**config.mk**
```make
export PLATFORM = sky130hd
export DESIGN_NAME = muldiv_seq
export DESIGN_NICKNAME = d
export VERILOG_FILES = /design/src/rtl/muldiv_pkg.sv /design/src/rtl/cla_adder32.sv /design/src/rtl/muldiv_seq.sv
export SDC_FILE = /design/constraint.sdc
export NUM_CORES = 1
export LEC_CHECK = 0
export CORE_MARGIN = 10
export CORE_UTILIZATION = 50
export CTS_BUF_LIST = sky130_fd_sc_hd__clkbuf_4 sky130_fd_sc_hd__clkbuf_8 sky130_fd_sc_hd__clkbuf_16
export CTS_CLUSTER_SIZE = 12
export DETAILED_ROUTE_END_ITERATION = 8
export PLACE_DENSITY = 0.81
export SYNTH_ARGS = -nofsm -noshare
export SYNTH_HDL_FRONTEND = slang
export SYNTH_SLANG_ARGS = --single-unit
```
**constraint.sdc**
```tcl
create_clock -name clk -period 6.12 [get_ports clk]
set_input_delay 1.224 -clock clk [delete_from_list [all_inputs] [get_ports clk]]
set_output_delay 1.224 -clock clk [all_outputs]
set_load 0.02 [all_outputs]
```
**src/rtl/muldiv_pkg.sv**
```systemverilog
// muldiv_pkg: shared op/state encodings and iteration constants for muldiv_seq.
// Rev 1.0
`default_nettype none

package muldiv_pkg;

  typedef enum logic [1:0] {
    MD_MULT  = 2'b00,
    MD_MULTU = 2'b01,
    MD_DIV   = 2'b10,
    MD_DIVU  = 2'b11
  } md_op_e;

  typedef enum logic [1:0] {
    MD_IDLE = 2'b00,
    MD_CALC = 2'b01,
    MD_FIX  = 2'b10,
    MD_DONE = 2'b11
  } md_state_e;

  localparam int MD_ITER    = 32;
  localparam int MD_LATENCY = 34;

endpackage

`default_nettype wire

```
**src/rtl/cla_adder32.sv**
```systemverilog
// cla_adder32: 32-bit adder, per-bit generate/propagate cells, lookahead inside 4-bit groups.
// Rev 1.0
`default_nettype none

module cla_adder32 (
  input  logic [31:0] a,
  input  logic [31:0] b,
  input  logic        carry_i,
  output logic [31:0] sum,
  output logic        carry_o
);

  logic [31:0] gen;
  logic [31:0] prop;
  logic [8:0]  grp_c;

  for (genvar i = 0; i < 32; i++) begin : g_bit
    assign gen[i]  = a[i] & b[i];
    assign prop[i] = a[i] ^ b[i];
  end

  assign grp_c[0] = carry_i;

  for (genvar k = 0; k < 8; k++) begin : g_grp
    logic [3:0] gg;
    logic [3:0] pp;
    logic [3:0] c;
    logic       grp_g;
    logic       grp_p;

    assign gg   = gen[4*k +: 4];
    assign pp   = prop[4*k +: 4];
    assign c[0] = grp_c[k];
    assign c[1] = gg[0] | (pp[0] & c[0]);
    assign c[2] = gg[1] | (pp[1] & gg[0]) | (pp[1] & pp[0] & c[0]);
    assign c[3] = gg[2] | (pp[2] & gg[1]) | (pp[2] & pp[1] & gg[0])
                | (pp[2] & pp[1] & pp[0] & c[0]);

    // Group carry-out is formed from group G/P so it never waits on c[3].
    assign grp_g = gg[3] | (pp[3] & gg[2]) | (pp[3] & pp[2] & gg[1])
                 | (pp[3] & pp[2] & pp[1] & gg[0]);
    assign grp_p = &pp;
    assign grp_c[k+1] = grp_g | (grp_p & c[0]);

    assign sum[4*k +: 4] = pp ^ c;
  end

  assign carry_o = grp_c[8];

endmodule

`default_nettype wire

```
**src/rtl/muldiv_seq.sv**
```systemverilog
// muldiv_seq: 34-cycle iterative MULT/MULTU/DIV/DIVU on one shared cla_adder32.
// Optional macro DIV_ZERO_FLAG_EN adds the div_zero port and a 1-cycle divide-by-zero path.
`default_nettype none

module muldiv_seq
  import muldiv_pkg::*;
(
  input  logic        clk,
  input  logic        rst,
  input  logic        start,
  input  logic [1:0]  op,
  input  logic [31:0] src_a,
  input  logic [31:0] src_b,
  input  logic        cancel,
  output logic        busy,
  output logic        done,
  output logic [31:0] hi,
  output logic [31:0] lo
`ifdef DIV_ZERO_FLAG_EN
  ,
  output logic        div_zero
`endif
);

  md_state_e   state;
  md_state_e   state_n;
  logic [4:0]  count;
  logic [31:0] acc_hi;
  logic [31:0] acc_lo;
  logic [31:0] operand;
  logic        is_div;
  logic        res_sign;
  logic        rem_sign;

  logic        div_op;
  logic        signed_op;
  logic        a_neg;
  logic        b_neg;
  logic [31:0] abs_a;
  logic [31:0] abs_b;
  logic        dz_take;

  logic [31:0] add_a;
  logic [31:0] add_b;
  logic        add_ci;
  logic [31:0] add_sum;
  logic        add_co;
  logic        sub_ok;
  logic [31:0] calc_hi;
  logic [31:0] calc_lo;

  logic [63:0] prod_fix;
  logic [31:0] fix_hi;
  logic [31:0] fix_lo;

  assign div_op    = (op == MD_DIV) || (op == MD_DIVU);
  assign signed_op = (op == MD_MULT) || (op == MD_DIV);
  assign a_neg     = signed_op & src_a[31];
  assign b_neg     = signed_op & src_b[31];
  assign abs_a     = a_neg ? (32'd0 - src_a) : src_a;
  assign abs_b     = b_neg ? (32'd0 - src_b) : src_b;

`ifdef DIV_ZERO_FLAG_EN
  assign dz_take = start && !cancel && div_op && (src_b == 32'd0);
`else
  assign dz_take = 1'b0;
`endif

  cla_adder32 u_adder (
    .a       (add_a),
    .b       (add_b),
    .carry_i (add_ci),
    .sum     (add_sum),
    .carry_o (add_co)
  );

  // Divide: remainder bit shifted out of acc_hi[31] means rem >= 2^32 > divisor,
  // so the subtraction must succeed even though the 32-bit adder loses that bit.
  always_comb begin
    add_a   = acc_hi;
    add_b   = acc_lo[0] ? operand : 32'd0;
    add_ci  = 1'b0;
    sub_ok  = 1'b0;
    calc_hi = {add_co, add_sum[31:1]};
    calc_lo = {add_sum[0], acc_lo[31:1]};
    if (is_div) begin
      add_a   = {acc_hi[30:0], acc_lo[31]};
      add_b   = ~operand;
      add_ci  = 1'b1;
      sub_ok  = add_co | acc_hi[31];
      calc_hi = sub_ok ? add_sum : add_a;
      calc_lo = {acc_lo[30:0], sub_ok};
    end
  end

  always_comb begin
    prod_fix = res_sign ? (64'd0 - {acc_hi, acc_lo}) : {acc_hi, acc_lo};
    fix_hi   = prod_fix[63:32];
    fix_lo   = prod_fix[31:0];
    if (is_div) begin
      fix_lo = res_sign ? (32'd0 - acc_lo) : acc_lo;
      fix_hi = rem_sign ? (32'd0 - acc_hi) : acc_hi;
    end
  end

  always_ff @(posedge clk or posedge rst) begin
    if (rst) begin
      state <= MD_IDLE;
    end else begin
      state <= state_n;
    end
  end

  always_comb begin
    state_n = state;
    busy    = (state != MD_IDLE);
    done    = 1'b0;
    case (state)
      MD_IDLE: begin
        if (start && !cancel) begin
          state_n = dz_take ? MD_DONE : MD_CALC;
        end
      end
      MD_CALC: begin
        if (cancel) begin
          state_n = MD_IDLE;
        end else if (count == 5'(MD_ITER - 1)) begin
          state_n = MD_FIX;
        end
      end
      MD_FIX: begin
        state_n = cancel ? MD_IDLE : MD_DONE;
      end
      MD_DONE: begin
        done    = 1'b1;
        state_n = MD_IDLE;
      end
      default: state_n = MD_IDLE;
    endcase
  end

  always_ff @(posedge clk or posedge rst) begin
    if (rst) begin
      count    <= 5'd0;
      acc_hi   <= 32'd0;
      acc_lo   <= 32'd0;
      operand  <= 32'd0;
      is_div   <= 1'b0;
      res_sign <= 1'b0;
      rem_sign <= 1'b0;
      hi       <= 32'd0;
      lo       <= 32'd0;
    end else begin
      case (state)
        MD_IDLE: begin
          if (start && !cancel) begin
            count    <= 5'd0;
            is_div   <= div_op;
            res_sign <= a_neg ^ b_neg;
            rem_sign <= a_neg;
            acc_hi   <= 32'd0;
            operand  <= div_op ? abs_b : abs_a;
            acc_lo   <= div_op ? abs_a : abs_b;
            if (dz_take) begin
              hi <= src_a;
              lo <= 32'hFFFF_FFFF;
            end
          end
        end
        MD_CALC: begin
          if (!cancel) begin
            acc_hi <= calc_hi;
            acc_lo <= calc_lo;
            count  <= count + 5'd1;
          end
        end
        MD_FIX: begin
          if (!cancel) begin
            hi <= fix_hi;
            lo <= fix_lo;
          end
        end
        default: ;
      endcase
    end
  end

`ifdef DIV_ZERO_FLAG_EN
  always_ff @(posedge clk or posedge rst) begin
    if (rst) begin
      div_zero <= 1'b0;
    end else begin
      div_zero <= (state == MD_IDLE) && dz_take;
    end
  end
`endif

endmodule

`default_nettype wire

```
; Word-level counts from Yosys, hierarchy flattened
; Cells that the tools add are included.
[classes]
addsub = 6
n_eq_ne = 9
mux = 31
n_bitwise = 278
reduce_logical = 20
[op_table]
columns = operator, n
row1 = 32-bit two-way mux, 18
row2 = 1-bit bitwise AND, 154
row3 = 32-bit case mux with 2 select lines, 2
row4 = 1-bit by 32-bit subtractor with 32-bit output (first input constant), 4
row5 = 1-bit bitwise OR, 81
row6 = 64-bit two-way mux, 1
row7 = 1-bit by 64-bit subtractor with 64-bit output (first input constant), 1
row8 = 1-bit XOR, 33
row9 = 32-bit NOT, 1
row10 = 4-bit AND reduction, 8
row11 = 4-bit XOR, 8
row12 = 5-bit two-way mux, 2
row13 = 5-bit case mux with 2 select lines, 1
row14 = 2-bit == test (second input constant), 4
row15 = 2-bit two-way mux, 4
row16 = 2-bit case mux with 4 select lines, 1
row17 = 2-bit AND reduction, 3
row18 = 5-bit by 1-bit adder with 5-bit output (second input constant), 1
row19 = 5-bit == test (second input constant), 1
row20 = 2-bit zero test, 2
row21 = 2-bit inequality test (second input constant), 2
row22 = 2-bit nonzero test, 2
row23 = 3-bit inequality test (second input constant), 1
row24 = 3-bit AND reduction, 1
row25 = 6 further kinds, 8
[totals]
reg_bits = 170
inputBits = 70
out_inout_bits = 66
elab_cells = 354

; Longest topological paths before layout
[logic_depth]
ltp_word = 27
mapped_depth = 18
ltp_nobuf = 16

; Hierarchy
; Synthesis repeated with hierarchy kept, for this count alone.
[unflattened]
hier_cells = 1620
area_unflattened_um2 = 13660.6
[modules_own_cells]
columns = mod, instances, cells_each, area_each_um2, seq_area_each_um2
row1 = muldiv_seq, 1, 1456, 12274.3, 4254.1
row2 = cla_adder32, 1, 164, 1386.3, 0.0

; Worst setup path after synthesis
; No wires, ideal clock.
[synth_path]
path_kind = reg-to-reg
start = reg is_div
end = reg acc_hi[27]
setup_ns = 0.129
arrival_time_ns = 4.166
required_time_ns = 5.991
slack_ns = 1.825
stages_incl_launch_ff = 19
path_buffers = 4
period_less_slack_ns = 4.295
cell_sequence = dfrtp_1 > clkbuf_1 > clkbuf_1 > buf_1 > clkbuf_1 > mux2i_1 > inv_1 > ha_1 > a21o_1 > a221oi_1 > o21a_1 > inv_1 > o211ai_1 > a21oi_1 > nand2b_1 > fa_1 > a22o_1 > a31oi_1 > o21ai_0
[synth_between]
elab_chain_cells = 26
elab_cells_between_ends = 170
classes_between = mux: 7 / bitwise: 155 / reduce/logical: 8
[synth_lines]
columns = item, line_no
row1 = "start, declared", muldiv_seq.sv:31  ; logic is_div;
row2 = "start signal, assigned", muldiv_seq.sv:158  ; is_div <= div_op;
row3 = 32-bit two-way mux, muldiv_seq.sv:86  ; if (is_div) begin
row4 = 1-bit XOR or 1-bit bitwise AND (tied branches), "cla_adder32.sv:19, cla_adder32.sv:18"
row5 = 1-bit bitwise AND (on tied branches), "cla_adder32.sv:40, cla_adder32.sv:41"
row6 = "1-bit bitwise OR, or another cell as far along", cla_adder32.sv:40  ; assign grp_g = gg[3] | (pp[3] & gg[2]) | (pp[3] & pp[2] & gg[1])
row7 = 1-bit bitwise OR or 1-bit bitwise AND (tied branches), "cla_adder32.sv:40, cla_adder32.sv:41"
row8 = 1-bit bitwise OR, cla_adder32.sv:41  ; | (pp[3] & pp[2] & pp[1] & gg[0]);
row9 = 1-bit bitwise OR, cla_adder32.sv:43  ; assign grp_c[k+1] = grp_g | (grp_p & c[0]);
row10 = 1-bit bitwise AND, cla_adder32.sv:43
row11 = (+10 left out), n/a
row12 = 1-bit bitwise OR, cla_adder32.sv:43
row13 = 1-bit bitwise AND, cla_adder32.sv:43
row14 = 1-bit bitwise OR, cla_adder32.sv:43
row15 = 1-bit bitwise OR, muldiv_seq.sv:90  ; sub_ok = add_co | acc_hi[31];
row16 = 32-bit two-way mux, muldiv_seq.sv:91  ; calc_hi = sub_ok ? add_sum : add_a;
row17 = 32-bit two-way mux (*), muldiv_seq.sv:86
row18 = 32-bit two-way mux (*), muldiv_seq.sv:171  ; if (!cancel) begin
row19 = 32-bit case mux with 2 select lines (*), muldiv_seq.sv:154  ; case (state)
row20 = "end signal, assigned", muldiv_seq.sv:172  ; acc_hi <= calc_hi;
row21 = "end, declared", muldiv_seq.sv:28  ; logic [31:0] acc_hi;
; Mark *: on every way between the ends. The rest lies on a longest branch, timed or not. The select of a mux whose other input is x is not followed.
; A chain may end at the register's enable or synchronous reset.

; Worst setup path in the final report
[layout_path]
start = reg is_div
end = reg acc_hi[18]
; Same word-level chain as after synthesis.

==> impl_metrics.ini <==
[setup_path]
cp_max_fo = 44
cp-end-kind = register
max_stage_delay_ns = 0.76
cp_top_family = compound AO/OA/AOI/OAI gates
cpMostUsedCell = a2111oi_0
crit_buf_inv = 0
start_kind = register
critical_path_class = register to register
required_ns = 6.39
crit_path_top_delay_cell = a2111oi_0
crit_chain = nor2_2, nand2_1, o21ai_0, ha_1, a21oi_1, o21a_1, a2111oi_0, o211ai_1, a2111oi_0, nor3_2, a32oi_1, o221ai_1
cp.arrival_ns = 5.00

[floorplanning]
ios = 136
die_w_um = 180
dieArea_um2 = 32400
row_count = 58
die_y_um = 180
core-area_um2 = 25200
initial_core_util_pct = 50.8

[yosys]
yosysMostFrequentCell = nand2_1
synth_top_flop_cell = dfrtp_1
synth_xor_xnor_area_share_pct = 9.71
synthMuxAreaShare_pct = 7.92
yosys_warnings = 0
syn_area_um2 = 12800
synth_top_family_by_area = compound AO/OA/AOI/OAI gates
netlist-cell-type-count = 74
synth.yosys.seq_area_share_pct = 33.2
synth_area_leaders = dfrtp_1, o21ai_0, nand2_1, a21oi_1, xor2_1
mappedNetlistNets = 1680
synthAdderAreaFrac_pct = 4.96
synth_edf_count = 0
synth_compound_area_share_pct = 22.8
synth_area_per_cell_um2 = 8.19
synthSimpleGateAreaFrac_pct = 17.1
synth_common_cells = nand2_1, o21ai_0, dfrtp_1
synth_seq_cells = 170
async_reset_ff_share_pct = 100
synth_top_area_share_pct = 33.2
syn-instance-count = 1564
synth_area_leader_cell = dfrtp_1

[cells_and_area]
utilization_pct = 59.0
fin_nets = 1742
drive_gt1_share_pct = 7.02
area_growth_pct = 16.0
antennaDiodeCount = 0

[grt]
antenna_found_initial = 0
grt_pass1_wl_um = 61900
met3_usage_pct = 4.60
grt_pass1_vias = 11300
grtUsageMet1_pct = 31.5
met2_usage_pct = 35.2
busiest_layer = met2
grt_util_all_layers_pct = 22.9
overflow = 0
grt_max_degree = 129

[clock_tree]
cts_tree = built
root_buffer = clkbuf_16
worstSkewPairLatency_ns = 0.44
cts.reportedPaths.clkPinSlew_ns = 0.07
cts_made_buffers = 17
hold_buffers = 0
cts_setup_buffers = 0
cts_htree_levels = 4
clockBufferDepth = 2
cts_sinks = 170
cts_resized = 0

[outcome]
outcome = finished clean

[drt]
wirelength_um = 38000
wl_per_cell_um = 19.3
dr.pass1.iters = 7
vias = 11900
antenna_left = 0
drtIter0Drc = 1199
via_per_inst = 6.05
drc = 0

[power_and_ir_drop]
power_frac_seq_pct = 33.0
ir_worst_vdd_uv = 206
swShare_pct = 43.5
p_int_mw = 3.07
pwr_density_cell_nw_per_um2 = 366
p_clk_share_pct = 19.6
switchingPower_mw = 2.36
combPwrFrac_pct = 47.4
p_leak_nw = 6.29

[sta]
fin_tns_setup_ns = 0
max_slew_margin_pct = 27.5
skew_ns = 0.0147
hold_viol = 0
setup_viol = 0
worstMarginPinSlew_ns = 1.09
post-route-period-util_pct = 77.2
fin_crit_ns = 4.73
max_freq_mhz = 212
setup_slack_ns = 1.39
rsz0062_at_grt = false
drv_slew = 0

[placement]
pre_cts_ws_ns = 1.56
numPortBuffers = 135
hpwl_um = 29400
place_congestion = 0.984

[min_path]
hold_class = register to register

[flow_run]
drv_cap = 0
final timing paths:
| path | cells after the start | from | slack, ns | endpoint |
|---|---|---|---|---|
| setup / recovery | 12 | is_div | 1.39 | acc_hi[18] |
| hold / removal | 2 | hi[14] | 0.48 | hi[14] |
| setup reg to reg | 12 | is_div | 1.39 | acc_hi[18] |
| hold reg to reg | 2 | hi[14] | 0.48 | hi[14] |
| max in group asynchronous | 3 | rst | 3.68 | count[0] |
| min in group asynchronous | 2 | rst | 1.35 | lo[6] |
power by group through the flow:
stage | clock [mW] | sequential (mW) | combinational (mW)
2_1_floorplan | 0 | 1.63 | 1.92
3_3_place_gp | 0 | 1.78 | 2.48
3_5_place_dp | 0 | 1.79 | 2.53
4_1_cts | 1.07 | 1.77 | 2.55
5_1_grt | 1.12 | 1.83 | 2.85
6_report | 1.06 | 1.80 | 2.57
sequential cells by signal, summed over array words and instances (netlist names):
signal	cells
is_div	1
count	5
res_sign	1
rem_sign	1
operand	32
acc_hi	32
acc_lo	32
lo	32
state	2
hi	32
cell usage in the layout (no fill, tap or decap), drive strengths merged, types with 20 or more instances in the layout:
cell type,instances
dfrtp,170
clkdlybuf4s50,134
ha,38
mux2,34
xor2,75
mux2i,63
a21oi,145
nand2,205
a22oi,20
xnor2,67
nor3,25
inv,36
nand3,23
nor2,130
o21ai,204
logic make-up (layout without fill, tap and decap cells):
kind of cell	count (synthesis)	count (layout)
flip-flops	170	170
adder cells (fa/ha/maj)	46	46
multiplexers	97	97
AO/OA/AOI/OAI	493	493
buffers and inverters	140	214
AND/OR/NAND/NOR	476	476
XOR/XNOR	142	142
metrics by stage:
stage	instances	power, mW	hold WS, ns	cell area, um2
global placement	1937	4.26	0.460	14300
finish	1968	5.43	0.478	14800
detailed placement	1937	4.33	0.469	14300
CTS	1968	5.39	0.484	14800
global route	1968	5.80	0.496	14800
floorplan	1564	3.55	0.455	12800
cell type report:
type / count / area (um2)
inverter: 32 / 125
clock buffer: 19 / 453
clock inverter: 12 / 116
multi-input combinational: 1254 / 8020
sequential: 170 / 4260
tap: 330 / 413
fill: 2186 / 10300
timing repair buffer: 151 / 1470
metal layers:
| metal | up-vias | wire, um |
|---|---|---|
| met5 | - | 0 |
| li1 | 5674 | - |
| met2 | 525 | 17000 |
| met3 | 68 | 3170 |
| met4 | 0 | 1010 |
| met1 | 5641 | 16900 |
worst reg2reg max path: stages (launching register included):
cell,delay (ns)
dfrtp_4,0.70
nor2_2,0.63
nand2_1,0.10
o21ai_0,0.16
ha_1,0.22
a21oi_1,0.09
o21a_1,0.24
a2111oi_0,0.69
o211ai_1,0.33
a2111oi_0,0.76
nor3_2,0.25
a32oi_1,0.27
o221ai_1,0.13
Note: power is estimated with default switching activity, not from simulation.
